===== config.mk =====
export PLATFORM = sky130hd
export DESIGN_NAME = store_result_monitor
export DESIGN_NICKNAME = d
export VERILOG_FILES = /design/src/rtl/store_result_monitor.sv
export SDC_FILE = /design/constraint.sdc
export NUM_CORES = 1
export LEC_CHECK = 0
export ABC_CLOCK_PERIOD_IN_PS = 6220
export BUFFER_PORTS_ARGS = -buffer_cell sky130_fd_sc_hd__buf_2
export CORE_MARGIN = 4
export CORE_UTILIZATION = 54
export DETAILED_ROUTE_END_ITERATION = 16
export GPL_TIMING_DRIVEN = 0
export PLACE_DENSITY = 0.91
export SYNTH_ARGS = -nofsm -noshare
export SYNTH_HDL_FRONTEND = slang
export SYNTH_SLANG_ARGS = --single-unit

===== constraint.sdc =====
create_clock -name clk -period 6.22 [get_ports clk]
set_input_delay 1.244 -clock clk [delete_from_list [all_inputs] [get_ports clk]]
set_output_delay 1.244 -clock clk [all_outputs]
set_load 0.01 [all_outputs]

===== src/rtl/store_result_monitor.sv =====
// Hardware pass/fail/timeout checker for the pipelined MIPS data-memory write port.
// Optional store log (8-entry circular buffer) is enabled by defining STORE_MONITOR_LOG_EN.
module store_result_monitor #(
  parameter logic [31:0] PASS_ADDR      = 32'd84,
  parameter logic [31:0] PASS_DATA      = 32'd7,
  parameter logic [31:0] ALLOW_ADDR     = 32'd80,
  parameter logic [31:0] TIMEOUT_CYCLES = 32'd10000,
  parameter int          CNT_W          = 16
) (
  input  logic             clk,
  input  logic             reset,
  input  logic             memwrite,
  input  logic [31:0]      dataadr,
  input  logic [31:0]      writedata,
  output logic             done,
  output logic             pass,
  output logic             fail,
  output logic             timeout,
  output logic [CNT_W-1:0] store_count,
  output logic [31:0]      cycle_count,
  output logic [31:0]      fail_addr,
  output logic [31:0]      fail_data
`ifdef STORE_MONITOR_LOG_EN
  ,
  input  logic [2:0]       log_idx,
  output logic [31:0]      log_addr,
  output logic [31:0]      log_data,
  output logic             log_valid
`endif
);

  typedef enum logic [1:0] {
    ST_RUN     = 2'd0,
    ST_PASS    = 2'd1,
    ST_FAIL    = 2'd2,
    ST_TIMEOUT = 2'd3
  } state_t;

  state_t state, state_nxt;
  logic   capture;
  logic   in_run;
  logic   store_run;
  logic   hit_pass_addr;
  logic   hit_allow_addr;
  logic   last_cycle;

  assign in_run         = (state == ST_RUN);
  assign store_run      = in_run && memwrite;
  assign hit_pass_addr  = (dataadr == PASS_ADDR);
  assign hit_allow_addr = (dataadr == ALLOW_ADDR);
  assign last_cycle     = (cycle_count == TIMEOUT_CYCLES - 32'd1);

  // Store checks outrank the timeout, so a terminating store on the last cycle decides the run.
  always_comb begin
    // NOTE: every output of this block gets a default first; a path that skips an assignment would infer a latch.
    state_nxt = state;
    capture   = 1'b0;
    if (in_run) begin
      if (memwrite && hit_pass_addr && (writedata == PASS_DATA)) begin
        state_nxt = ST_PASS;
      end else if (memwrite && (hit_pass_addr || !hit_allow_addr)) begin
        state_nxt = ST_FAIL;
        capture   = 1'b1;
      end else if (last_cycle) begin
        state_nxt = ST_TIMEOUT;
      end
    end
  end

  // NOTE: sequential state uses non-blocking assignments so every register samples pre-edge values.
  always_ff @(posedge clk) begin
    if (reset) begin
      state   <= ST_RUN;
      done    <= 1'b0;
      pass    <= 1'b0;
      fail    <= 1'b0;
      timeout <= 1'b0;
    end else begin
      state   <= state_nxt;
      done    <= (state_nxt != ST_RUN);
      pass    <= (state_nxt == ST_PASS);
      fail    <= (state_nxt == ST_FAIL);
      timeout <= (state_nxt == ST_TIMEOUT);
    end
  end

  // Counters only move in RUN; the terminating edge itself is still a RUN edge.
  always_ff @(posedge clk) begin
    if (reset) begin
      store_count <= '0;
      cycle_count <= '0;
      fail_addr   <= '0;
      fail_data   <= '0;
    end else if (in_run) begin
      cycle_count <= cycle_count + 32'd1;
      if (memwrite && (store_count != '1)) begin
        store_count <= store_count + 1'b1;
      end
      if (capture) begin
        fail_addr <= dataadr;
        fail_data <= writedata;
      end
    end
  end

`ifdef STORE_MONITOR_LOG_EN
  logic [63:0] log_mem [8];
  logic [2:0]  log_wptr;
  logic [7:0]  log_vld;
  logic [2:0]  log_slot;

  always_ff @(posedge clk) begin
    if (reset) begin
      log_wptr <= '0;
      log_vld  <= '0;
    end else if (store_run) begin
      log_wptr           <= log_wptr + 3'd1;
      log_vld[log_wptr]  <= 1'b1;
    end
  end

  // NOTE: the log array has no reset; the valid bits alone say which entries are meaningful.
  always_ff @(posedge clk) begin
    if (!reset && store_run) begin
      log_mem[log_wptr] <= {dataadr, writedata};
    end
  end

  // Index 0 is the most recent store, i.e. the slot just behind the write pointer.
  assign log_slot  = log_wptr - 3'd1 - log_idx;
  assign log_addr  = log_mem[log_slot][63:32];
  assign log_data  = log_mem[log_slot][31:0];
  assign log_valid = log_vld[log_slot];
`endif

endmodule

==> impl_metrics.py, run 1 <==
metrics = {
    "layout": {
        "final_common_cell": "buf_2",
        "finalNonFillerCells": 968,
        "antenna_cells": 0,
        "synthToLayoutAreaGrowth_pct": 29.5,
        "nets": 895,
        "n_fill_cell": 763,
        "multi_input_area_um2": 2780,
        "post-route-util_pct": 71.7,
        "design_area_um2": 7010,
        "layout_common_cells": "buf_2, nand2_1, dfxtp_1",
        "drive_above_1_share_pct": 27.8,
        "regArea_um2": 2360,
    },
    "synthesis": {
        "synth-main-ff-cell": "dfxtp_1",
        "avgSynthCellArea_um2": 8.65,
        "async_flop_share_pct": 0,
        "ys_types": 51,
        "ys_seq_elements": 118,
        "yosys_warnings": 0,
        "syn-cell-area_um2": 5410,
        "ys_seq_area_share_pct": 43.6,
        "synth_nets": 695,
        "postSynthCellCount": 626,
        "synth_edf_count": 0,
    },
    "place": {
        "place_hpwl_um": 11300,
        "pre_cts_slack_ps": 2720,
        "placed_cells": 940,
        "gp_congestion": 0.856,
        "place_area_um2": 6490,
        "io_buffers": 181,
    },
    "power": {
        "power_mw": 1.90,
        "power.density_nw_per_um2": 270,
        "max-vdd-ir-drop_mv": 0.178,
        "p_leak_nw": 3.24,
    },
    "detailed_routing": {
        "drtPass1Iterations": 7,
        "vias": 5276,
        "wire_per_inst_um": 15.5,
        "drtIter0Drc": 293,
        "routed_wl_um": 15000,
        "vias_per_cell": 5.45,
        "route.detailed.drc": 0,
        "ant_nets": 0,
    },
    "clocking": {
        "cts_resized": 0,
        "cts_setup_buffers": 0,
        "ctsHtreeMaxLevel": 4,
        "cts_buffers": 17,
        "holdBufCountCts": 0,
        "clkLatencyLatePin_ps": 500,
        "cts.sink_count": 118,
        "cts_tree": "yes",
        "clk_pin_slew_worst_paths_ps": 50,
        "root_buffer": "clkbuf_8",
        "cts_buffer_depth": 2,
    },
    "sta": {
        "fmax_mhz": 338,
        "clock_skew_ps": 9.55,
        "finalSetupTns_ps": 0,
        "worst_slack_ps": 3260,
        "timing.final.setup_violations": 0,
        "timing.hold.ws_ps": 453,
        "worst_pin_slew_ps": 685,
        "min_period_ps": 2960,
        "rsz0062_at_grt": "false",
        "hold_viol_final": 0,
        "min_period_over_period_pct": 47.5,
        "slew_violations": 0,
        "slew_headroom_pct": 53.9,
    },
    "grt": {
        "grt_first_pass_wirelength_um": 24500,
        "grt_util_all_layers_pct": 26.1,
        "grt_max_degree": 17,
        "overflow": 0,
        "antenna_found_initial": 0,
        "grt_pass1_vias": 5047,
    },
    "floorplan": {
        "coreArea_um2": 9770,
        "die_y_um": 108,
        "rows": 36,
        "start_util_pct": 55.4,
        "io_pins": 183,
        "dieArea_um2": 11700,
        "die_width_um": 108,
    },
    "setup_path": {
        "endpoint_kind": "flip-flop",
        "rrSetupSlack_ps": 4040,
        "worstSetupPathType": "in -> reg",
        "cpMostUsedCell": "nor4_1",
        "crit_arrival_ps": 3370,
        "required_ps": 6630,
        "start_kind": "input port",
        "cp_cell_sequence": "buf_2, nor4_1, nand4_1, nor4_1, o41a_1, buf_6, buf_8, mux2i_1",
        "max_stage_delay_ps": 650,
        "path_max_fanout": 10,
        "cp_slowest_cell": "nor4_1",
    },
    "status": {
        "status": "finished clean",
    },
    "run": {
        "drv_cap": 0,
    },
    "worst_hold_path": {
        "hp-class": "reg -> reg",
    },
}
[final timing paths]
| path | startpoint | depth (start not counted) | end |
|---|---|---|---|
| worst max-delay path | writedata[15] | 8 | fail_data[11] |
| worst min register to register | fail_data[4] | 2 | fail_data[4] |
| worst max register to register | state[1] | 7 | cycle_count[30] |
| worst min-delay path | fail_data[4] | 2 | fail_data[4] |
[Yosys cell counts, drive strengths merged, types with 2 or more instances]
| master | number | area, um2 |
|---|---|---|
| nor3 | 13 | 65.1 |
| and2 | 4 | 25.0 |
| o211ai | 5 | 37.5 |
| and4 | 5 | 45.0 |
| or4 | 11 | 82.6 |
| nor2 | 40 | 153 |
| or2 | 2 | 12.5 |
| nor4b | 3 | 26.3 |
| or3 | 7 | 45.1 |
| nor4 | 25 | 178 |
| nand4 | 19 | 131 |
| inv | 11 | 41.3 |
| nand3 | 18 | 90.1 |
| o21a | 2 | 15.0 |
| xor2 | 13 | 114 |
| mux2i | 64 | 641 |
| buf | 13 | 138 |
| clkbuf | 25 | 93.8 |
| o31ai | 9 | 67.6 |
| and3 | 7 | 45.1 |
| nand2 | 150 | 563 |
| dfxtp | 118 | 2360 |
| o21ai | 12 | 60.1 |
| a21oi | 18 | 90.1 |
| ha | 2 | 25.0 |
| xnor2 | 15 | 131 |
[cells by family (layout without fill, tap and decap cells)]
logic type	Yosys count	count (layout)	synth area share [%]
AND/OR/NAND/NOR	308	308	27.7
adder cells (fa/ha/maj)	2	2	0.462
multiplexers	64	64	11.8
AO/OA/AOI/OAI	56	56	6.73
flip-flops	118	118	43.6
buffers and inverters	50	259	5.11
XOR/XNOR	28	28	4.53
[power by group]
| part | leakage [nW] | switching, mW | internal, mW |
|---|---|---|---|
| sequential | 0.964 | 0.0205 | 0.794 |
| combinational | 2.01 | 0.116 | 0.0913 |
| clock | 0.265 | 0.315 | 0.559 |
| total | 3.24 | 0.452 | 1.44 |
[registers in the layout (all words and copies together) (netlist names)]
register and flops:
pass 1, timeout 1, store_count 16, fail 1
cycle_count 32, done 1, fail_data 32, fail_addr 32
state 2
[critical path, delay by kind of cell]
| kind | cells | cell delay [ps] |
|---|---|---|
| compound gates | 1 | 230 |
| buf+inv | 3 | 490 |
| mux | 1 | 230 |
| simple gates | 3 | 1180 |
[metal layers]
metal	vias up	part of all wire [%]	track usage, %
met1	2468	42	31.5
li1	2600	-	-
met2	189	50	45.8
met4	0	1.0	7.21
met3	19	7.3	6.99
met5	-	0	0
[layout make-up]
cell class                 instances  area share, %
clock buffer                      23           6.80
multi-input combinational        458           39.6
clock inverter                     5          0.714
inverter                          12          0.642
timing repair buffer             181           12.9
buffer                            38           3.30
tap                              133           2.37
sequential                       118           33.7
Power figures use the tool's default switching activity.
==> run 2: changes to the inputs <==
- ABC_CLOCK_PERIOD_IN_PS: 6220 -> 3000
- CORE_UTILIZATION: 54 -> 50
- PLACE_DENSITY: 0.91 -> 0.85
- clock period: 6.22 -> 3 ns (I/O delays scaled with it)
==> run 2 against run 1 <==
Flip-flop and latch count did not move. Die area rose by 7.4%. Worst setup slack got worse by 2700 ps. Core utilization fell by 3.7 points. Sequential power rose by 110%. Register-to-register slack got worse by 3200 ps. Wire length rose by 0.84%.
==> impl_metrics.py, run 2 (same netlist as run 1, synthesis figures left out) <==
metrics = {
    "grt": {
        "grt_max_degree": 17,
        "overflow": 0,
        "grt_util_all_layers_pct": 23.6,
        "grt_first_pass_wirelength_um": 24500,
        "grt_pass1_vias": 4891,
        "antenna_found_initial": 0,
    },
    "setup_path": {
        "start_kind": "input port",
        "worstSetupPathType": "in -> reg",
        "endpoint_kind": "flip-flop",
        "r2r_end": "state[0]",
        "crit_family": "simple AND/OR/NAND/NOR gates",
        "path_max_fanout": 10,
        "cpMostUsedCell": "nor4_1",
        "required_ps": 3420,
        "reg2regPathDepth": 5,
        "rr_startpoint": "cycle_count[19]",
        "path_buf_inv": 3,
        "cp_cell_sequence": "buf_2, nor4_1, nand4_1, nor4_1, o41a_1, buf_6, buf_8, mux2i_1",
        "cp_slowest_cell": "nor4_1",
        "max_stage_delay_ps": 720,
        "rrSetupSlack_ps": 810,
        "crit_arrival_ps": 2880,
    },
    "clocking": {
        "cts_resized": 0,
        "cts_setup_buffers": 0,
        "holdBufCountCts": 0,
        "cts_tree": "yes",
        "ctsHtreeMaxLevel": 4,
        "cts_buffers": 17,
        "root_buffer": "clkbuf_8",
        "clkLatencyLatePin_ps": 500,
        "cts.sink_count": 118,
        "clk_pin_slew_worst_paths_ps": 60,
        "cts_buffer_depth": 2,
    },
    "run": {
        "drv_cap": 0,
    },
    "layout": {
        "n_fill_cell": 912,
        "regArea_um2": 2360,
        "layout_common_cells": "buf_2, nand2_1, dfxtp_1",
        "design_area_um2": 7080,
        "multi_input_area_um2": 2780,
        "top_regs": "cycle_count x32, fail_addr x32, fail_data x32",
        "post-route-util_pct": 68.0,
        "antenna_cells": 0,
        "synthToLayoutAreaGrowth_pct": 30.8,
        "nets": 895,
        "drive_above_1_share_pct": 28.2,
        "final_common_cell": "buf_2",
        "finalNonFillerCells": 975,
    },
    "detailed_routing": {
        "wire_per_inst_um": 15.5,
        "drtIter0Drc": 417,
        "vias": 5282,
        "drtPass1Iterations": 5,
        "routed_wl_um": 15100,
        "route.detailed.drc": 0,
        "vias_per_cell": 5.42,
        "ant_nets": 0,
    },
    "status": {
        "status": "finished clean",
    },
    "place": {
        "placed_cells": 943,
        "pre_cts_slack_ps": -17.3,
        "place_area_um2": 6490,
        "io_buffers": 181,
        "place_hpwl_um": 11500,
        "gp_congestion": 0.918,
    },
    "sta": {
        "worst_pin_slew_ps": 778,
        "min_period_over_period_pct": 82.1,
        "min_period_ps": 2460,
        "slew_violations": 0,
        "hold_viol_final": 0,
        "clock_skew_ps": 13.8,
        "slew_headroom_pct": 47.7,
        "fmax_mhz": 406,
        "rsz0062_at_grt": "false",
        "worst_slack_ps": 536,
        "timing.final.setup_violations": 0,
    },
    "worst_hold_path": {
        "hold_start": "dataadr[11]",
        "min_to": "fail_addr[11]",
        "hold_path_depth": 3,
        "hp-class": "in -> reg",
    },
    "floorplan": {
        "rows": 37,
        "die_y_um": 112,
        "die_width_um": 112,
        "dieArea_um2": 12600,
        "start_util_pct": 52.0,
        "io_pins": 183,
        "coreArea_um2": 10400,
    },
    "power": {
        "power.density_nw_per_um2": 585,
        "p_leak_nw": 3.25,
        "max-vdd-ir-drop_mv": 0.383,
    },
}
## run 2: cell count changes in the layout (fill, tap and decap cells not counted)
cell	delta
clkbuf_1	-1
clkinvlp_4	+3
inv_6	+3
clkbuf_8	-4
clkinv_2	-2
bufinv_16	+2
clkinv_4	+3
## run 2: layout make-up
type,count,share of cell area [%]
clock inverters,14,2.47
multi-input cells,458,39.2
inverters,12,0.636
flip-flops and latches,118,33.4
plain buffers,38,3.27
clock buffers,18,5.90
well taps,136,2.40
repair buffers,181,12.8
## run 2: worst max path at each step
stage,from,end,slack (ps),depth (start not counted)
final,writedata[15],fail_data[26],540,8
after global routing,writedata[15],fail_addr[5],420,8
after CTS,writedata[15],fail_data[15],500,8
after detailed placement,writedata[15],fail_data[15],-20,8
after global placement,writedata[15],fail_data[5],50,8
after floorplan,writedata[31],fail_addr[0],790,7
## run 2: per-stage QoR
| step | setup TNS [ps] | total power, mW | hold WS, ps |
|---|---|---|---|
| global placement | 0 | 2.14 | 442 |
| detailed placement | -31.1 | 2.15 | 451 |
| finish | 0 | 4.14 | 345 |
| CTS | 0 | 4.17 | 329 |
| global route | 0 | 4.30 | 331 |
| floorplan | 0 | 1.96 | 482 |
## run 2: layer usage
layer | track usage, % | share of wire (%)
met5 | 0 | 0
met1 | 30.6 | 44
met2 | 40.2 | 49
met3 | 5.44 | 7.0
met4 | 5.53 | 0.59
## run 2: power breakdown
part	switching, mW	internal, mW	total [mW]
Sequential	0.0428	1.64	1.69
Clock	0.751	1.27	2.02
Combinational	0.240	0.189	0.429
Total	1.03	3.11	4.14
## run 2: worst reg2reg max path, delay by kind of cell (launching register included)
kind            cells  cell delay (ps)
compound gates      1              230
flops               1              380
simple gates        4             1470
==> run 3: changes to the inputs <==
- ABC_CLOCK_PERIOD_IN_PS: 3000 -> 2400
- clock period: 3 -> 2.4 ns (I/O delays scaled with it)
==> run 3 against run 2 <==
Flip-flop and latch count stayed put. Clock power is 25% higher. Worst setup slack worse by 350 ps. Largest cell class unchanged. Highest routed layer unchanged. Clock skew is 1.4 ps lower.
==> impl_metrics.py, run 3 (same netlist as run 1, synthesis figures left out) <==
metrics = {
    "status": {
        "status": "finished clean",
    },
    "detailed_routing": {
        "drtIter0Drc": 408,
        "routed_wl_um": 15200,
        "vias_per_cell": 5.40,
        "ant_nets": 0,
        "drtPass1Iterations": 4,
        "route.detailed.drc": 0,
        "vias": 5262,
        "wire_per_inst_um": 15.6,
    },
    "sta": {
        "fmax_mhz": 452,
        "clock_skew_ps": 12.5,
        "worst_pin_slew_ps": 589,
        "min_period_ps": 2210,
        "timing.hold.ws_ps": 233,
        "hold_viol_final": 0,
        "timing.final.setup_violations": 0,
        "slew_violations": 0,
        "slew_headroom_pct": 60.4,
        "min_period_over_period_pct": 92.2,
        "rsz0062_at_grt": "false",
    },
    "clocking": {
        "cts_buffer_depth": 2,
        "ctsHtreeMaxLevel": 4,
        "cts_setup_buffers": 0,
        "clkLatencyLatePin_ps": 500,
        "cts_buffers": 17,
        "clk_pin_slew_worst_paths_ps": 60,
        "cts_tree": "yes",
        "cts.sink_count": 118,
        "root_buffer": "clkbuf_8",
    },
    "floorplan": {
        "die_width_um": 112,
        "die_y_um": 112,
        "dieArea_um2": 12600,
        "io_pins": 183,
        "coreArea_um2": 10400,
        "start_util_pct": 52.0,
        "rows": 37,
    },
    "layout": {
        "top_regs": "cycle_count x32, fail_addr x32, fail_data x32",
        "design_area_um2": 7090,
        "synthToLayoutAreaGrowth_pct": 30.9,
        "drive_above_1_share_pct": 28.4,
        "nets": 895,
        "finalNonFillerCells": 975,
        "antenna_cells": 0,
        "layout_common_cells": "buf_2, nand2_1, dfxtp_1",
        "final_common_cell": "buf_2",
    },
    "power": {
        "p_clk_share_pct": 48.8,
        "combinationalPowerShare_pct": 10.4,
        "power_frac_seq_pct": 40.8,
        "switching_share_pct": 24.8,
        "p_switching_mw": 1.28,
        "internal-power_mw": 3.88,
        "p_leak_nw": 3.25,
        "power.density_nw_per_um2": 729,
        "max-vdd-ir-drop_mv": 0.477,
    },
    "setup_path": {
        "path_max_fanout": 10,
        "worstSetupPathType": "reg -> reg",
        "endpoint_kind": "flip-flop",
        "start_kind": "flip-flop",
        "required_ps": 2820,
        "crit_arrival_ps": 2640,
    },
    "grt": {
        "grt_max_degree": 17,
        "overflow": 0,
        "grt_util_all_layers_pct": 23.6,
        "grt_first_pass_wirelength_um": 24500,
        "antenna_found_initial": 0,
        "grt_pass1_vias": 4892,
    },
    "run": {
        "drv_cap": 0,
    },
    "place": {
        "gp_congestion": 0.918,
        "place_hpwl_um": 11500,
        "place_area_um2": 6490,
        "io_buffers": 181,
        "placed_cells": 943,
    },
    "worst_hold_path": {
        "hp-class": "in -> reg",
    },
}
==> run 3: cell types whose count changed in the layout (fill, tap and decap cells not counted) <==
cell | before | now
nor4_1 | 23 | 22
nor4_2 | 1 | 2
==> run 3: cell type report <==
class	count	area (um2)
Fill cell	911	3330
Clock inverter	14	175
Sequential cell	118	2360
Multi-Input combinational cell	458	2780
Clock buffer	18	418
Inverter	12	45.0
Timing Repair Buffer	181	906
Buffer	38	231
Tap cell	136	170
==> run 3: through the flow <==
stage / power [mW] / worst slack (ps) / utilization (%) / setup TNS, ps
after detailed placement: 2.69 / -497 / 62.3 / -29010
after global placement: 2.68 / -435 / 62.3 / -26670
final: 5.17 / 188 / 68.1 / 0
after floorplan: 2.45 / 314 / - / 0
after CTS: 5.21 / 19.9 / 68.0 / 0
after global routing: 5.37 / 39.8 / 68.1 / 0
==> run 3: final timing paths <==
path / end / from / depth (start not counted) / slack (ps)
setup / recovery: cycle_count[28] / state[1] / 7 / 190
hold / removal: fail_addr[11] / dataadr[11] / 3 / 230
setup reg to reg: cycle_count[28] / state[1] / 7 / 190
hold reg to reg: fail_addr[28] / fail_addr[28] / 2 / 450
==> run 3: routing by layer <==
| metal | routed length, um | up-vias | GRT usage (%) |
|---|---|---|---|
| li1 | - | 2613 | - |
| met1 | 6630 | 2476 | 30.6 |
| met2 | 7460 | 169 | 40.2 |
| met3 | 1030 | 4 | 5.44 |
| met4 | 55 | 0 | 5.45 |
| met5 | 0 | - | 0 |
==> run 3: worst max-delay path, cell delays in order (launching register included) <==
cell and delay, ps:
dfxtp_1 310, buf_2 180, nor2_2 340, and3_1 360
nand2_1 130, clkbuf_1 240, or4_1 440, a21oi_1 150
==> run 3: power by group through the flow <==
| stage | clock [mW] | combinational (mW) | sequential [mW] |
|---|---|---|---|
| after global routing | 2.67 | 0.583 | 2.12 |
| final | 2.52 | 0.536 | 2.11 |
| after global placement | 0 | 0.529 | 2.15 |
| after CTS | 2.56 | 0.539 | 2.11 |
| after floorplan | 0 | 0.263 | 2.19 |
| after detailed placement | 0 | 0.537 | 2.15 |
==> run 3: repair_timing <==
| item | 4_1_cts | 5_1_grt |
|---|---|---|
| gates resized for setup | 0 | 1 |
| setup endpoints to repair | 0 | 46 |
| hold buffers | 0 | 0 |
